$ cat config.mk
export PLATFORM = sky130hd
export DESIGN_NAME = four_to_two_encoder
export DESIGN_NICKNAME = d
export VERILOG_FILES = /design/src/rtl/four_to_two_encoder_pkg.sv /design/src/rtl/four_to_two_encoder_pe.sv /design/src/rtl/four_to_two_encoder.sv
export SDC_FILE = /design/constraint.sdc
export NUM_CORES = 1
export LEC_CHECK = 0
export ABC_AREA = 1
export BUFFER_PORTS_ARGS = -buffer_cell sky130_fd_sc_hd__buf_2
export CORE_MARGIN = 2
export CORE_UTILIZATION = 51
export DETAILED_ROUTE_END_ITERATION = 8
export PLACE_DENSITY = 0.74
export SLEW_MARGIN = 20
export SYNTH_ARGS = -nofsm -noshare
export SYNTH_HDL_FRONTEND = slang
export SYNTH_SLANG_ARGS = --single-unit
$ cat constraint.sdc
create_clock -name clk -period 2.14 [get_ports clk]
set_input_delay 0.107 -clock clk [delete_from_list [all_inputs] [get_ports clk]]
set_output_delay 0.107 -clock clk [all_outputs]
set_load 0.02 [all_outputs]
$ cat src/rtl/four_to_two_encoder_pkg.sv
// four_to_two_encoder_pkg
//   Shared definitions for the 4-to-2 priority encoder and its 2-to-4
//   decoder counterpart: FSM state encoding, the 2-bit code constants and
//   small helpers (code -> one-hot, population count).
package four_to_two_encoder_pkg;

  typedef enum logic {
    IDLE    = 1'b0,
    PRESENT = 1'b1
  } state_t;

  localparam logic [1:0] CODE_Y0 = 2'd0;
  localparam logic [1:0] CODE_Y1 = 2'd1;
  localparam logic [1:0] CODE_Y2 = 2'd2;
  localparam logic [1:0] CODE_Y3 = 2'd3;

  // One-hot mask for a 2-bit code; the same mapping the decoder implements.
  function automatic logic [3:0] onehot(input logic [1:0] code);
    return 4'b0001 << code;
  endfunction

  function automatic logic [2:0] popcount4(input logic [3:0] v);
    logic [2:0] c;
    c = 3'd0;
    for (int i = 0; i < 4; i++) c = c + 3'(v[i]);
    return c;
  endfunction

endpackage

$ cat src/rtl/four_to_two_encoder_pe.sv
// priority_encode4
//   Combinational 4-input priority encoder; the highest set index wins.
//   Ports:
//     req  in   4  request vector
//     code out  2  index of highest set bit (CODE_Y0 when none set)
//     any  out  1  at least one bit of req is set
module priority_encode4
  import four_to_two_encoder_pkg::*;
(
  input  logic [3:0] req,
  output logic [1:0] code,
  output logic       any
);

  always_comb begin
    any  = |req;
    code = CODE_Y0;
    if (req[3])      code = CODE_Y3;
    else if (req[2]) code = CODE_Y2;
    else if (req[1]) code = CODE_Y1;
    else             code = CODE_Y0;
  end

endmodule

$ cat src/rtl/four_to_two_encoder.sv
// four_to_two_encoder
//   Registered, handshaked 4-to-2 priority encoder. Rising edges on Y3..Y0
//   set sticky pending bits; the highest pending index is presented on
//   A1,A0 with valid and held until ack.
//   Ports:
//     clk         in   1  clock, rising edge
//     reset       in   1  asynchronous, active-high
//     enable      in   1  capture new request edges when 1
//     Y3..Y0      in   1  level request lines, Y3 highest priority
//     ack         in   1  consumer accepts the presented code (while valid)
//     A1, A0      out  1  presented code, A1 is MSB
//     valid       out  1  A1,A0 hold a pending unacknowledged request
//     pend_count  out  3  number of pending bits, including the presented one
//     overrun     out  1  sticky: edge arrived on an already-pending bit
module four_to_two_encoder
  import four_to_two_encoder_pkg::*;
(
  input  logic       clk,
  input  logic       reset,
  input  logic       enable,
  input  logic       Y3,
  input  logic       Y2,
  input  logic       Y1,
  input  logic       Y0,
  input  logic       ack,
  output logic       A1,
  output logic       A0,
  output logic       valid,
  output logic [2:0] pend_count,
  output logic       overrun
);

  logic [3:0] y, y_d, pend, rise, clr, pend_next;
  logic [1:0] code, nxt_code;
  logic       nxt_any, ovr_hit;
  // Low for the first edge after reset: lines already high when reset is
  // released are taken as levels, not edges, so nothing is captured for them.
  logic       armed;
  state_t     state;

  assign y = {Y3, Y2, Y1, Y0};

  always_comb begin
    rise      = (armed && enable) ? (y & ~y_d) : 4'b0000;
    clr       = (valid && ack) ? onehot(code) : 4'b0000;
    // Set wins over clear on the same bit.
    pend_next = (pend & ~clr) | rise;
    ovr_hit   = |(rise & pend & ~clr);
  end

  // Shared by the IDLE load and the PRESENT back-to-back reload.
  priority_encode4 u_pe (
    .req  (pend_next),
    .code (nxt_code),
    .any  (nxt_any)
  );

  always_ff @(posedge clk or posedge reset) begin
    if (reset) begin
      y_d        <= 4'b0000;
      armed      <= 1'b0;
      pend       <= 4'b0000;
      pend_count <= 3'd0;
      overrun    <= 1'b0;
      code       <= CODE_Y0;
      valid      <= 1'b0;
      state      <= IDLE;
    end else begin
      y_d        <= y;
      armed      <= 1'b1;
      pend       <= pend_next;
      pend_count <= popcount4(pend_next);
      if (ovr_hit) overrun <= 1'b1;
      case (state)
        IDLE: begin
          if (nxt_any) begin
            code  <= nxt_code;
            valid <= 1'b1;
            state <= PRESENT;
          end
        end
        PRESENT: begin
          // Without ack the presented code is frozen, even if a
          // higher-priority request has since arrived.
          if (ack) begin
            if (nxt_any) begin
              code <= nxt_code;
            end else begin
              valid <= 1'b0;
              state <= IDLE;
            end
          end
        end
        default: state <= IDLE;
      endcase
    end
  end

  assign A1 = code[1];
  assign A0 = code[0];

endmodule

* Yosys cells after proc, flatten, opt, wreduce, memory -nomap -nowiden *
Index checks and enable logic that the tools add are counted.

storage, ports and cells
  word-level logic and storage cells = 43
  output and inout port bits = 7
  bits in registers = 17
  input port bits = 8

cells by class
  add/sub/neg operators = 3
  bitwise gates (word level) = 8
  multiplexer cells = 15
  shift operators = 1
  reduce and logical (&&, ||, !) cells = 5
  equal/unequal tests = 3

operator list
  kind                                                                number
  4-bit AND                                                           4
  2-bit two-way mux                                                   4
  4-bit two-way mux                                                   2
  4-bit NOT                                                           2
  4-bit OR reduction                                                  2
  1-bit two-way mux                                                   6
  2-bit inequality test (second input constant)                       3
  4-bit OR                                                            1
  1-bit one-hot mux with 2 select lines                               2
  2-bit one-hot mux with 2 select lines                               1
  1-bit by 2-bit left shift with 4-bit output (first input constant)  1
  2-bit by 1-bit adder with 3-bit output                              1
  3-bit by 1-bit adder with 3-bit output                              1
  3-bit AND reduction                                                 1
  1-bit by 1-bit adder with 2-bit output                              1
  1-bit logical AND                                                   2
  1-bit NOT                                                           1

* Depth between registers and ports, before layout *
  depth in word-level cells = 11
  depth in mapped cells = 11

* Cells and area by module *
From an unflattened synthesis, not the netlist that was laid out.

unflattened totals
  cells, all modules = 78
  area total of the unflattened synthesis = 735.7 µm²

modules (own cells, without submodules)
  module               area an instance (µm²)  instances  cells each
  four_to_two_encoder  703.2                   1          70
  priority_encode4     32.5                    1          8

* Least setup slack after synthesis *
Ideal clock, no wire load.

  kind = flip-flop to flip-flop
  from = register valid
  to = register pend_count[1]
  data arrival time = 1.853 ns
  setup slack = 0.161 ns
  cell stages (with the launch flop) = 9
  buffers on the path = 0
  library setup time = 0.126 ns
  cell sequence = dfrtp_1 -> nand2_2 -> inv_1 -> nand2_1 -> a21oi_1 -> inv_1 -> fa_1 -> ha_1 -> ha_1

between the ends
  longest elaborated chain between the ends = 8

ends and longest elaborated chain
  what                                    RTL line                       RTL
  start: declaration                      four_to_two_encoder.sv:28      output logic valid,
  start signal: assignment                four_to_two_encoder.sv:66      valid <= 1'b0;
  start signal: assignment                four_to_two_encoder.sv:78      valid <= 1'b1;
  start signal: assignment                four_to_two_encoder.sv:89      valid <= 1'b0;
  1-bit logical AND                       four_to_two_encoder.sv:45      clr = (valid && ack) ? onehot(code) : 4'b0000;
  4-bit two-way mux                       four_to_two_encoder.sv:45
  4-bit NOT                               four_to_two_encoder.sv:47      pend_next = (pend & ~clr) | rise;
  4-bit AND                               four_to_two_encoder.sv:47
  4-bit OR                                four_to_two_encoder.sv:47
  named net pend_next[0]                  four_to_two_encoder.sv:33      logic [3:0] y, y_d, pend, rise, clr, pend_next;
  1-bit by 1-bit adder with 2-bit output  four_to_two_encoder_pkg.sv:25  for (int i = 0; i < 4; i++) c = c + 3'(v[i]);
  2-bit by 1-bit adder with 3-bit output  four_to_two_encoder_pkg.sv:25
  3-bit by 1-bit adder with 3-bit output  four_to_two_encoder_pkg.sv:25
  end signal: assignment                  four_to_two_encoder.sv:72      pend_count <= popcount4(pend_next);
  end: declaration                        four_to_two_encoder.sv:29      output logic [2:0] pend_count,

The timed path passes the listed nets, and every way through them passes these cells.
A chain may end at the register's enable or synchronous reset.

* Worst setup path after layout *
  from = register code[0]
  to = register pend_count[1]

between the ends
  longest elaborated chain between the ends = 8

ends and longest elaborated chain
  what                                         RTL line                       RTL
  start: declaration                           four_to_two_encoder.sv:34      logic [1:0] code, nxt_code;
  start signal: assignment                     four_to_two_encoder.sv:77      code <= nxt_code;
  start signal: assignment                     four_to_two_encoder.sv:87      code <= nxt_code;
  1-bit by 2-bit left shift with 4-bit output  four_to_two_encoder_pkg.sv:19  return 4'b0001 << code;
  4-bit two-way mux                            four_to_two_encoder.sv:45
  4-bit NOT                                    four_to_two_encoder.sv:47
  4-bit AND                                    four_to_two_encoder.sv:47
  4-bit OR                                     four_to_two_encoder.sv:47
  named net pend_next[0]                       four_to_two_encoder.sv:33
  1-bit by 1-bit adder with 2-bit output       four_to_two_encoder_pkg.sv:25
  2-bit by 1-bit adder with 3-bit output       four_to_two_encoder_pkg.sv:25
  3-bit by 1-bit adder with 3-bit output       four_to_two_encoder_pkg.sv:25

The timed path passes the listed nets, and every way through them passes these cells.

==> impl_results.md <==
- Distinct cells, synth: 20
- Sw frac: 42.5%
- Nets: 116
- Vias/cell: 4.90
- Clock sinks: 17
- Final Core Density: 64.4%
- Vias in the first global route: 582
- Cell Chain, Critical Path: nor2_1 > nand2_1 > a21oi_2 > inv_1 > fa_1 > ha_1 > ha_1
- Ports: 15
- Worst hold path class: primary input to flop
- Design area: 947 um2
- WL/cell: 11.7 um
- CTS buffer count: 3
- Worst-Skew Late Latency: 0.29 ns
- Sequential share of power: 40.2%
- CP Capture Type: flop
- Largest net degree at the start of global routing: 18
- R2R Setup Slk: 0.18 ns
- Antenna viol nets, final: 0
- Max incr delay on CP: 0.48 ns
- Final hold violations: 0
- Die height: 43.0 um
- Yosys top cell area share: 54.8%
- Startpoint Class: flop
- Filler cells: 123
- Setup TNS: 0 ns
- Most frequent cell after synthesis: dfrtp_1
- Core Rows: 14
- Internal power: 709 uW
- Final Total Pwr: 1.23 mW
- RSZ-0062 raised after global routing: false
- First-pass GRT wire length: 2.50 mm
- Crit-path max FO: 6
- Ys Warns: 0
- Power per Cell Area: 1300 nW/um2
- Cells after Synth: 80
- Seq cells post-synth: 17
- Post-Layout Cell Count: 119
- Leak pwr: 0.496 nW
- Avg Inst Size Synth: 9.71 um2
- Layout cells sized above 1: 31.1%
- Hpwl dp: 1.09 mm
- Final clock skew: 0.00216 ns
- Commonest cells post-synth: 17 x dfrtp_1, 15 x inv_1, 13 x nand2_1
- Starting Density: 52.8%
- Cell taking the most area after synthesis: dfrtp_1
- Synthesis-to-finish area growth: 21.9%
- Slowest cell on crit path: fa_1
- Final worst slack: 0.176 ns
- Headroom to the max-slew limit: 57.7%
- CTS clock-pin slew for the worst setup and hold paths: 0.09 ns
- Post-synth top flop: dfrtp_1
- Clk pwr share: 13.6%
- Largest cells by area after synthesis: dfrtp_1 55%, inv_1 7.2%, nand2_1 6.3%, ha_1 4.8%, nand2_2 4.0%
- Antenna violations before repair: 0
- # Max-Cap Violations: 0
- Slew @ Worst Pin: 0.634 ns
- Root Buffer Master: clkbuf_4
- I/O Buffers: 14
- DRC: 0
- CTS tree: built
- Placed cell count: 110
- Total Routing Usage GR: 18.7%
- Ant. Diodes: 0
- Router iterations before antenna repair: 4
- Die ar.: 1850 um2
- Vias: 583
- Die X: 43.0 um
- Post-synth ARST share: 100%
- Most used cell, CP: ha_1
- Core area: 1470 um2
- EDFF count, synth: 0
- Grt ovf: 0
- Period utilization: 91.8%
- Status: finished clean
- Fin crit period: 1.96 ns
- NetSw: 524 uW
- Syn Nets: 92
- Max clock buf depth: 2
- Max Clock Freq: 509 MHz
- Max rail drop VDD: 0.769 mV
- Slew Viols, Final: 0
- Logic pwr share: 46.2%
- GP Congestion: 0.781
- Final setup fails: 0
- WL final: 1.39 mm
- Sequential area share after synthesis: 54.8%
- Initial drt markers: 11
- Setup CP Type: flop to flop
- WP data arrival: 2.14 ns
- Synth Cell Area: 777 um2
- H-tree levels: 1
- Setup WS pre-CTS: 0.156 ns
- Placed cell area: 867 um2
- Hold Slack: 0.137 ns
- Req. time, crit path: 2.32 ns
critical path, delay by kind of cell, from the launching register on:
kind            cells  cell delay (ns)
fa+ha+maj           3             0.95
flops               1             0.44
simple gates        2             0.22
compound gates      1             0.16
buf+inv             1             0.09
timing repair:
| action | CTS | global route |
|---|---|---|
| hold buffers | 5 | 0 |
| endpoints found under the setup margin | 0 | 1 |
| hold endpoints to repair | 21 | 0 |
| gates resized for setup | 0 | 1 |
| setup buffers | 0 | 0 |
cell type report:
type	count	area [um2]	area share [%]
multi-input cells	48	299	31.6
clock buffers	4	26.3	2.77
inverters	15	56.3	5.94
repair buffers	19	120	12.7
well taps	16	20.0	2.11
flip-flops and latches	17	425	44.9
kinds of logic after synthesis:
logic type | synth area share, %
AO/OA/AOI/OAI | 7.73
adder cells (fa/ha/maj) | 7.41
buffers and inverters | 7.25
flip-flops | 54.8
other | 0.483
AND/OR/NAND/NOR | 22.4
worst paths after layout:
| kind | startpoint | cells after the start | endpoint |
|---|---|---|---|
| worst max-delay path | code[0]$_DFFE_PP0P_ | 7 | pend_count[1]$_DFF_PP0_ |
| worst min-delay path | ack | 3 | code[1]$_DFFE_PP0P_ |
| worst max register to register | code[0]$_DFFE_PP0P_ | 7 | pend_count[1]$_DFF_PP0_ |
| worst min register to register | overrun$_DFFE_PP0P_ | 2 | overrun$_DFFE_PP0P_ |
| max in group asynchronous | reset | 3 | y_d[1]$_DFF_PP0_ |
| min in group asynchronous | reset | 3 | valid$_DFFE_PP0P_ |
per-layer routing:
| metal | up-vias | track usage [%] | share of wire (%) | wire [um] |
|---|---|---|---|---|
| met5 | - | 0 | 0 | 0 |
| met4 | 0 | 9.09 | 2.0 | 28 |
| met1 | 280 | 23.3 | 42 | 588 |
| met3 | 4 | 2.55 | 2.6 | 36 |
| met2 | 7 | 31.8 | 53 | 736 |
| li1 | 292 | - | - | - |
cells in the final DEF, fill, tap and decap left out, drive strengths merged:
cell and instances:
a21oi 4, buf 14, clkbuf 4, conb 1, dfrtp 17, dlygate4sd3 5, fa 1, ha 3
inv 15, nand2 18, nand3 4, nand3b 1, nand4 1, nor2 10, o2111ai 1, o21ai 4
power groups by stage:
stage,Clock (mW),Sequential (mW),Combinational [mW]
final,0.168,0.496,0.570
after global routing,0.184,0.506,0.648
after CTS,0.172,0.493,0.579
after detailed placement,0,0.499,0.568
after global placement,0,0.494,0.538
after floorplan,0,0.558,0.344
registers in the layout, summed over array words and instances, names as in the netlist:
name        count
pend            4
overrun         1
state           1
code            2
pend_count      3
y_d             4
valid           1
armed           1
Power figures use the tool's default switching activity.
